File: config.mk
export PLATFORM = sky130hd
export DESIGN_NAME = sram_rd_streamer
export DESIGN_NICKNAME = d
export VERILOG_FILES = /design/src/rtl/sram_pkg.sv /design/src/rtl/stream_fifo2.sv /design/src/rtl/sram_rd_streamer.sv
export SDC_FILE = /design/constraint.sdc
export NUM_CORES = 1
export LEC_CHECK = 0
export BUFFER_PORTS_ARGS = -buffer_cell sky130_fd_sc_hd__buf_4
export CAP_MARGIN = 20
export CORE_ASPECT_RATIO = 2
export CORE_MARGIN = 5
export CORE_UTILIZATION = 59
export CTS_CLUSTER_SIZE = 24
export DETAILED_ROUTE_END_ITERATION = 10
export GPL_TIMING_DRIVEN = 0
export PLACE_DENSITY = 0.8
export SLEW_MARGIN = 20
export SYNTH_ARGS = -nofsm -noshare
export SYNTH_HDL_FRONTEND = slang
export SYNTH_HIERARCHICAL = 1
export SYNTH_SLANG_ARGS = --single-unit
File: constraint.sdc
create_clock -name CLK -period 9.9 [get_ports CLK]
set_clock_uncertainty 0.2 [all_clocks]
set_input_delay 0 -clock CLK [delete_from_list [all_inputs] [get_ports CLK]]
set_output_delay 0 -clock CLK [all_outputs]
set_load 0.05 [all_outputs]
File: src/rtl/sram_pkg.sv
// Shared constants and FSM state type for the SRAM read-side streamer.
package sram_pkg;

    localparam int SRAM_ADDR_W = 11;
    localparam int SRAM_DATA_W = 32;
    localparam int SRAM_DEPTH  = 1 << SRAM_ADDR_W;

    typedef enum logic [1:0] {
        IDLE = 2'd0,
        RUN  = 2'd1,
        DONE = 2'd2
    } state_e;

endpackage

File: src/rtl/stream_fifo2.sv
// Two-entry data buffer between the SRAM read port and the output stream.
// Push and pop may coincide at any occupancy, including when full.
module stream_fifo2 #(
    parameter int DATA_W = 32
) (
    input  logic              CLK,
    input  logic              RST_N,
    input  logic              i_push,
    input  logic [DATA_W-1:0] i_data,
    input  logic              i_pop,
    output logic [DATA_W-1:0] o_data,
    output logic              o_valid,
    output logic [1:0]        o_occ
);

    logic [DATA_W-1:0] r_mem [2];
    logic              r_rd_ptr;
    logic              r_wr_ptr;
    logic [1:0]        r_occ;
    logic              w_push;
    logic              w_pop;

    // A pop on an empty buffer is meaningless; a push into a full buffer is
    // only accepted when the head leaves in the same cycle.
    assign w_pop  = i_pop && (r_occ != 2'd0);
    assign w_push = i_push && ((r_occ != 2'd2) || w_pop);

    assign o_data  = r_mem[r_rd_ptr];
    assign o_valid = (r_occ != 2'd0);
    assign o_occ   = r_occ;

    // Storage, pointers and occupancy update on push/pop.
    always_ff @(posedge CLK or negedge RST_N) begin
        if (!RST_N) begin
            // NOTE: the two data slots are reset as well, so the stream data
            // output reads 0 after reset instead of X; a real RAM array would not be.
            r_mem[0] <= '0;
            r_mem[1] <= '0;
            r_rd_ptr <= 1'b0;
            r_wr_ptr <= 1'b0;
            r_occ    <= 2'd0;
        end else begin
            // NOTE: non-blocking assignments let the full-buffer case write
            // the slot being popped this same edge without an ordering hazard.
            if (w_push) begin
                r_mem[r_wr_ptr] <= i_data;
                r_wr_ptr        <= ~r_wr_ptr;
            end
            if (w_pop) begin
                r_rd_ptr <= ~r_rd_ptr;
            end
            case ({w_push, w_pop})
                2'b10:   r_occ <= r_occ + 2'd1;
                2'b01:   r_occ <= r_occ - 2'd1;
                default: r_occ <= r_occ;
            endcase
        end
    end

endmodule

File: src/rtl/sram_rd_streamer.sv
// Read-side sequencer: issues len consecutive SRAM reads from base_addr and
// streams the words out over valid/ready, hiding the 1-cycle read latency
// and downstream backpressure behind a 2-entry buffer.
module sram_rd_streamer
    import sram_pkg::*;
#(
    parameter int ADDR_W = SRAM_ADDR_W,
    parameter int DATA_W = SRAM_DATA_W,
    parameter int LEN_W  = 12
) (
    input  logic              CLK,
    input  logic              RST_N,
    input  logic              start,
    input  logic [ADDR_W-1:0] base_addr,
    input  logic [LEN_W-1:0]  len,
    output logic              busy,
    output logic              done,
    output logic              sram_CEN,
    output logic              sram_WEN,
    output logic [ADDR_W-1:0] sram_A,
    input  logic [DATA_W-1:0] sram_Q,
    output logic [DATA_W-1:0] out_data,
    output logic              out_valid,
    input  logic              out_ready
);

    state_e            r_state;
    state_e            w_state_nxt;
    logic [ADDR_W-1:0] r_rd_addr;
    logic [LEN_W-1:0]  r_remaining;
    logic [LEN_W-1:0]  r_len;
    logic [LEN_W-1:0]  r_acc_cnt;
    logic              r_inflight;

    logic [1:0]        w_occ;
    logic [2:0]        w_pending;
    logic              w_pop;
    logic              w_issue;
    logic              w_last_pop;

    // Words that will sit in the buffer after this edge if no new read is
    // issued: current occupancy plus the word on sram_Q minus the one leaving.
    assign w_pop      = out_valid && out_ready;
    assign w_pending  = 3'(w_occ) + 3'(r_inflight) - 3'(w_pop);
    assign w_issue    = (r_state == RUN) && (r_remaining != '0) && (w_pending < 3'd2);
    assign w_last_pop = w_pop && (LEN_W'(r_acc_cnt + 1'b1) == r_len);

    assign sram_CEN = ~w_issue;
    assign sram_WEN = 1'b1;
    assign sram_A   = w_issue ? r_rd_addr : '0;

    stream_fifo2 #(
        .DATA_W (DATA_W)
    ) u_buf (
        .CLK     (CLK),
        .RST_N   (RST_N),
        .i_push  (r_inflight),
        .i_data  (sram_Q),
        .i_pop   (w_pop),
        .o_data  (out_data),
        .o_valid (out_valid),
        .o_occ   (w_occ)
    );

    // State register.
    always_ff @(posedge CLK or negedge RST_N) begin
        if (!RST_N) begin
            r_state <= IDLE;
        end else begin
            r_state <= w_state_nxt;
        end
    end

    // Next-state and status outputs.
    always_comb begin
        // NOTE: every output of this block is given a default first so no
        // path through the case leaves it unassigned (no latch).
        w_state_nxt = r_state;
        busy        = 1'b0;
        done        = 1'b0;
        case (r_state)
            IDLE: begin
                if (start) begin
                    w_state_nxt = (len == '0) ? DONE : RUN;
                end
            end
            RUN: begin
                busy = 1'b1;
                if (w_last_pop) begin
                    w_state_nxt = DONE;
                end
            end
            DONE: begin
                busy        = 1'b1;
                done        = 1'b1;
                w_state_nxt = IDLE;
            end
            default: w_state_nxt = IDLE;
        endcase
    end

    // Command capture, read address/remaining count, delivered-word count.
    always_ff @(posedge CLK or negedge RST_N) begin
        if (!RST_N) begin
            r_rd_addr   <= '0;
            r_remaining <= '0;
            r_len       <= '0;
            r_acc_cnt   <= '0;
            r_inflight  <= 1'b0;
        end else begin
            r_inflight <= w_issue;
            if ((r_state == IDLE) && start) begin
                r_rd_addr   <= base_addr;
                r_remaining <= len;
                r_len       <= len;
                r_acc_cnt   <= '0;
            end else begin
                if (w_issue) begin
                    r_rd_addr   <= r_rd_addr + 1'b1;
                    r_remaining <= r_remaining - 1'b1;
                end
                if (w_pop) begin
                    r_acc_cnt <= r_acc_cnt + 1'b1;
                end
            end
        end
    end

endmodule

Yosys cells after proc, flatten, opt, wreduce, memory -nomap -nowiden
Index checks and enable logic that the tools add are counted.
{ "totals": {"regBits": 118, "input_bits": 59, "out_inout_bits": 48, "elab_cells": 73} }
{ "classes": {"n_addsub": 7, "n_lt_le_gt_ge": 4, "n_eq_ne": 8, "muxes": 20, "bitwise_logic": 5, "n_reduce_logical": 18} }
{ "ops": {"columns": ["cell", "n"], "rows": [
  ["$mux 32", 4],
  ["$bwmux 64", 1],
  ["$mux 12", 4],
  ["$mux 11", 3],
  ["$demux 32 s1", 1],
  ["$add 12x1->12 const B", 1],
  ["$eq 12x12->1", 1],
  ["$logic_not 12->1", 1],
  ["$reduce_bool 12->1", 1],
  ["$sub 12x1->12 const B", 1],
  ["$add 11x1->11 const B", 1],
  ["$logic_and 1x1->1", 8],
  ["$pmux 2 s2", 2],
  ["$reduce_bool 2->1", 4],
  ["$mux 2", 3],
  ["$ne 2x2->1 const B", 3],
  ["$eq 2x1->1 const B", 2],
  ["$eq 2x2->1 const B", 2],
  ["$ge 2x2->1 const B", 2],
  ["$not 1->2", 2],
  ["$add 2x1->3", 1],
  ["$lt 3x2->1 const B", 1],
  ["$not 1->1", 3],
  ["$sub 3x1->3", 1],
  ["8 further kinds", 9]
]} }

Depth between registers and ports, before layout
{ "depth": {"word_depth": 7, "mapped_depth": 16} }

By module
Netlist, hierarchy kept.
{ "by_module_without_submodules": {"columns": ["mod", "instances", "cells_per_inst", "area_per_inst_um2", "seq_area_each_um2"], "rows": [
  ["stream_fifo2", 1, 188, 3032.9, 1701.6],
  ["sram_rd_streamer", 1, 335, 2955.3, 1251.2]
]} }

Worst setup path before layout
Ideal clock, no wire load.
{ "synth_timing": {"path_type": "flip-flop to flip-flop", "startpoint": "reg u_buf.r_occ[0], in the netlist u_buf/o_occ[0]", "endpoint": "reg r_rd_addr[9]", "t_arrival_ns": 3.802, "setup_slack_ns": 5.773, "path_stages_with_launch": 13, "n_path_buf": 1, "synth_period_minus_slack_ns": 4.127, "cell_sequence": "dfrtp_1 or2_2 nand2_1 clkbuf_1 inv_1 ha_1 nor2b_1 fa_1 nor3_1 o31ai_4 or4_1 xnor2_1 mux2_2"} }
{ "synth_via": {"elab_chain_len": 6} }
{ "synth_lines": {"columns": ["element", "line", "text"], "rows": [
  ["start: declaration", "stream_fifo2.sv:19", "logic [1:0] r_occ;"],
  ["start signal: assignment", "stream_fifo2.sv:53", "2'b10: r_occ <= r_occ + 2'd1;"],
  ["start signal: assignment", "stream_fifo2.sv:54", "2'b01: r_occ <= r_occ - 2'd1;"],
  ["start signal: assignment", "stream_fifo2.sv:55", "default: r_occ <= r_occ;"],
  ["$reduce_bool 2->1", "stream_fifo2.sv:29", "assign o_valid = (r_occ != 2'd0);"],
  ["net out_valid", "sram_rd_streamer.sv:23", "output logic out_valid,"],
  ["$logic_and 1x1->1", "sram_rd_streamer.sv:43", "assign w_pop = out_valid && out_ready;"],
  ["net w_pop", "sram_rd_streamer.sv:37", "logic w_pop;"],
  ["$sub 3x1->3", "sram_rd_streamer.sv:44", "assign w_pending = 3'(w_occ) + 3'(r_inflight) - 3'(w_pop);"],
  ["$lt 3x2->1", "sram_rd_streamer.sv:45", "assign w_issue = (r_state == RUN) && (r_remaining != '0) && (w_pending < 3'd2);"],
  ["$logic_and 1x1->1", "sram_rd_streamer.sv:45", null],
  ["$reduce_bool 2->1 (no source line)", null, null],
  ["end signal: assignment", "sram_rd_streamer.sv:113", "r_rd_addr <= base_addr;"],
  ["end signal: assignment", "sram_rd_streamer.sv:119", "r_rd_addr <= r_rd_addr + 1'b1;"],
  ["end: declaration", "sram_rd_streamer.sv:29", "logic [ADDR_W-1:0] r_rd_addr;"]
]} }
The timed path passes the listed nets, and every way through them passes these cells.
A chain may end at the register's enable or synchronous reset.

Worst setup path after layout
{ "layout_timing": {"startpoint": "reg u_buf.r_occ[0], in the netlist u_buf/o_occ[0]", "endpoint": "out sram_A[8]"} }
{ "layout_via": {"elab_chain_len": 6} }
{ "layout_lines": {"columns": ["element", "line", "text"], "rows": [
  ["$reduce_bool 2->1", "stream_fifo2.sv:29", null],
  ["$logic_and 1x1->1", "sram_rd_streamer.sv:43", null],
  ["net w_pop", "sram_rd_streamer.sv:37", null],
  ["$sub 3x1->3", "sram_rd_streamer.sv:44", null],
  ["$lt 3x2->1", "sram_rd_streamer.sv:45", null],
  ["$logic_and 1x1->1", "sram_rd_streamer.sv:45", null],
  ["net w_issue", "sram_rd_streamer.sv:38", "logic w_issue;"],
  ["$mux 11", "sram_rd_streamer.sv:50", "assign sram_A = w_issue ? r_rd_addr : '0;"],
  ["end: declaration", "sram_rd_streamer.sv:20", "output logic [ADDR_W-1:0] sram_A,"]
]} }
The timed path passes the listed nets, and every way through them passes these cells.

==> impl_results.md <==
- Outcome: complete, no violations
- Yosys top cell by area: dfrtp_1
- CP max stage delay: 0.46 ns
- Clk buf depth: 2
- CP max stage cell: dfrtp_1
- Crit-path leading delay family: buffers and inverters
- Post-route design area: 8215 um^2
- Final slew viol count: 0
- Mapped Nets: between 500 and 600
- Distinct cells, synth: 50
- WHS Path Cells: 4
- CP Buf/Inv Count: 6
- Max_cap viols: 0
- Inserted Clock Buffers: 17
- R2r startpoint: u_buf/o_occ[0]
- DP Worst Slack: roughly 5.5 ns
- Worst setup path category: reg -> out
- Synthesis-to-finish area growth: 37.19%
- Post-layout minimum cycle time: 4.776 ns
- Syn Inst Count: 523
- Count leader, synth: dfrtp_1
- GPL Wtd Cong: between 0.8 and 0.9
- Register bit total from synthesis: 118
- Peak VDD IR: 0.1313 mV
- Setup slack, reg-to-reg: 5.49 ns
- Crit path capture type: output port
- Cell area after placement: about 7000 um^2
- Core area: 10020 um^2
- Post-Syn Area: around 6000 um^2
- CP Cell Sequence: or2_2 > nand2_1 > clkbuf_1 > inv_1 > ha_1 > nor2b_1 > fa_1 > nor3_1 > o31ai_4 > inv_2 > buf_6 > clkbuf_1 > and2_1 > buf_4
- Clock latency on the worst-skew pair: between 0.4 and 0.5 ns
- Hold EP: r_rd_addr[8]
- Worst setup margin: 5.124 ns
- CP arrival: 4.58 ns
- Initial core utilization: 0.5977
- Ys Warns: 6
- Synth cell count leaders: dfrtp_1, mux2_2, nand2_1
- Asr flop ratio synth: 1.000
- Critical Path Fanout Max: 10
- First-pass DRT Iterations: 4
- Row cnt: 52
- Fin nets: just under 800
- CTS clk-pin slew, worst paths: about 0.050 ns
- Worst EP required: roughly 9.7 ns
- Leakage: 3.960 nW
- Utilization after layout: 0.8199
- Post-CTS sizing: 0
- Setup TNS: 0 ns
- Cell mode on critical path: clkbuf_1
- Tightest Hold Check Type: in -> reg
- Mean number of vias per cell: 5.607
- CTS Root Cell: clkbuf_16
- N_diodes: 0
- Final setup fails: 0
- Post-DP HPWL: 10500 um
- Gr ovfl total: 0
- RSZ-0062 raised after global routing: no
- Fin Hold WS: 0.1432 ns
- Final Cycle Share: 0.4824
- Die Y: 152.5 um
- Final Hold Fails: 0
- H-tree depth: 4
- Vias in the first global route: 5348
- Seq/Total Area, Yosys: 0.4931
- Worst r2r path cells: 12
- Yosys top cell area share: 0.4931
- Top Usage Layer GRT: met2
- M1 GR Usage: 0.2755
- Num Clock Sinks: 118
- Layout cells sized above 1: 0.3550
- EDFF count, synth: 0
- ANT nets after route: 0
- Grt met3 use: 0.05562
- Largest net degree at the start of global routing: 76
- Die outline area: 12390 um^2
- Initial DRC Count: ~180
- I/O Buffers: 105
- CTS tree: done
- Hold Path Origin: base_addr[8]
- Post-CTS Setup Inserts: 0
- Initial antenna violation count: 0
- First-pass GRT wire length: about 26000 um
- Tot GR Track Use: 0.2792
- Largest cells by area after synthesis: dfrtp_1, mux2_2, xnor2_1, nand2_1, xor2_1
- Vias: 4816
- PwrDens: 143.1 nW/um^2
- Maximum clock rate: 209.4 MHz
- Residual DRC count: 0
- Capturing point of the worst reg2reg path: r_rd_addr[9]
- # IOs: 107
- Met2 Track Usage GR: 0.5284
- Final wirelength: 16360 um
- Average cell area after synthesis: ~11 um^2
- Top FF cell, synth: dfrtp_1
- Critical Path Start Type: flip-flop
- Routed len/inst: 19.05 um
- Worst-margin pin slew: between 0.7 and 0.8 ns
- Slew headroom: 0.4739
- Die X-Extent: 81.24 um
-- kinds of logic after synthesis --
kind of cell,after synthesis,synth area share
multiplexers,98,0.1906
flip-flops,118,0.4931
AO/OA/AOI/OAI,41,0.04283
XOR/XNOR,51,0.07459
buffers and inverters,38,0.03531
adder cells (fa/ha/maj),10,0.02215
other,1,0.0006262
AND/OR/NAND/NOR,166,0.1408
-- layout by cell type (no fill, tap or decap), types with 3 or more instances in the layout --
cell / netlist / layout
nand2_1: 65 / 65
inv_1: 12 / 12
buf_2: 4 / 4
and2_1: 14 / 14
clkbuf_16: 0 / 17
clkinv_2: 0 / 5
mux2_4: 10 / 10
buf_4: 1 / 105
xor2_1: 23 / 23
bufinv_16: 0 / 3
nor3_1: 12 / 12
or3_1: 5 / 5
clkbuf_1: 12 / 13
or4_1: 3 / 3
ha_1: 9 / 9
nor2_1: 18 / 18
nand3_1: 15 / 15
and3_1: 3 / 3
dfrtp_1: 118 / 118
nand4_1: 10 / 10
nor4_1: 8 / 8
o21ai_1: 7 / 7
dlygate4sd3_1: 0 / 62
xnor2_1: 28 / 28
a21oi_1: 5 / 5
o21ai_0: 17 / 17
clkinvlp_4: 0 / 3
mux2_2: 86 / 86
buf_6: 8 / 9
-- state kept, by name, indices dropped and copies added (netlist names) --
signal          count
r_state             2
r_len              12
u_buf/r_wr_ptr      1
r_remaining        12
r_rd_addr          11
u_buf/r_mem        64
u_buf/o_occ         2
u_buf/r_rd_ptr      1
r_acc_cnt          12
r_inflight          1
-- worst max-delay path by stage --
stage	to	slack (ns)	cells after the start	from
6_report	sram_A[8]	5.12	14	u_buf/o_occ[0]
2_1_floorplan	r_rd_addr[9]	5.77	12	u_buf/o_occ[0]
3_5_place_dp	r_rd_addr[9]	5.48	12	u_buf/o_occ[0]
5_1_grt	sram_A[8]	4.88	14	u_buf/o_occ[0]
4_1_cts	sram_A[9]	5.09	14	u_buf/o_occ[0]
3_3_place_gp	r_rd_addr[9]	5.56	12	u_buf/o_occ[0]
-- through the flow --
step	std cells	total power, W
floorplan	523	0.0005074
detailed placement	764	0.0005411
CTS	859	0.001177
global placement	763	0.0005372
finish	859	0.001176
global route	859	0.001210
-- cell type report --
type	instances	area (um^2)
Fill cell	566	1804
Inverter	13	48.80
Multi-Input combinational cell	367	2824
Timing Repair Buffer	169	1460
Sequential cell	118	2953
Clock inverter	13	155.1
Tap cell	135	168.9
Buffer	25	162.7
Clock buffer	19	442.9
-- per-layer routing --
layer	wire length, um	vias up
met2	9583	164
met1	5538	2408
met5	0	-
li1	-	2201
met3	684	43
met4	555	0
-- where the power goes --
part	internal, W	switching (W)	leakage, nW
Sequential	0.000489	0.00000398	1.56
Combinational	0.0000373	0.0000236	2.11
Clock	0.000401	0.000221	0.289
-- worst min-delay path, delay by kind of cell --
family                 cells  cell delay (ns)
AOI/OAI and AO/OA          1             0.06
and+or+nand+nor            1             0.03
buffers and inverters      2             0.63
-- repair_timing --
action / CTS / global route
setup endpoints to repair: 0 / 0
hold buffers: 63 / 0
endpoints found under the hold margin: 222 / 0
Note: power is estimated with default switching activity, not from simulation.
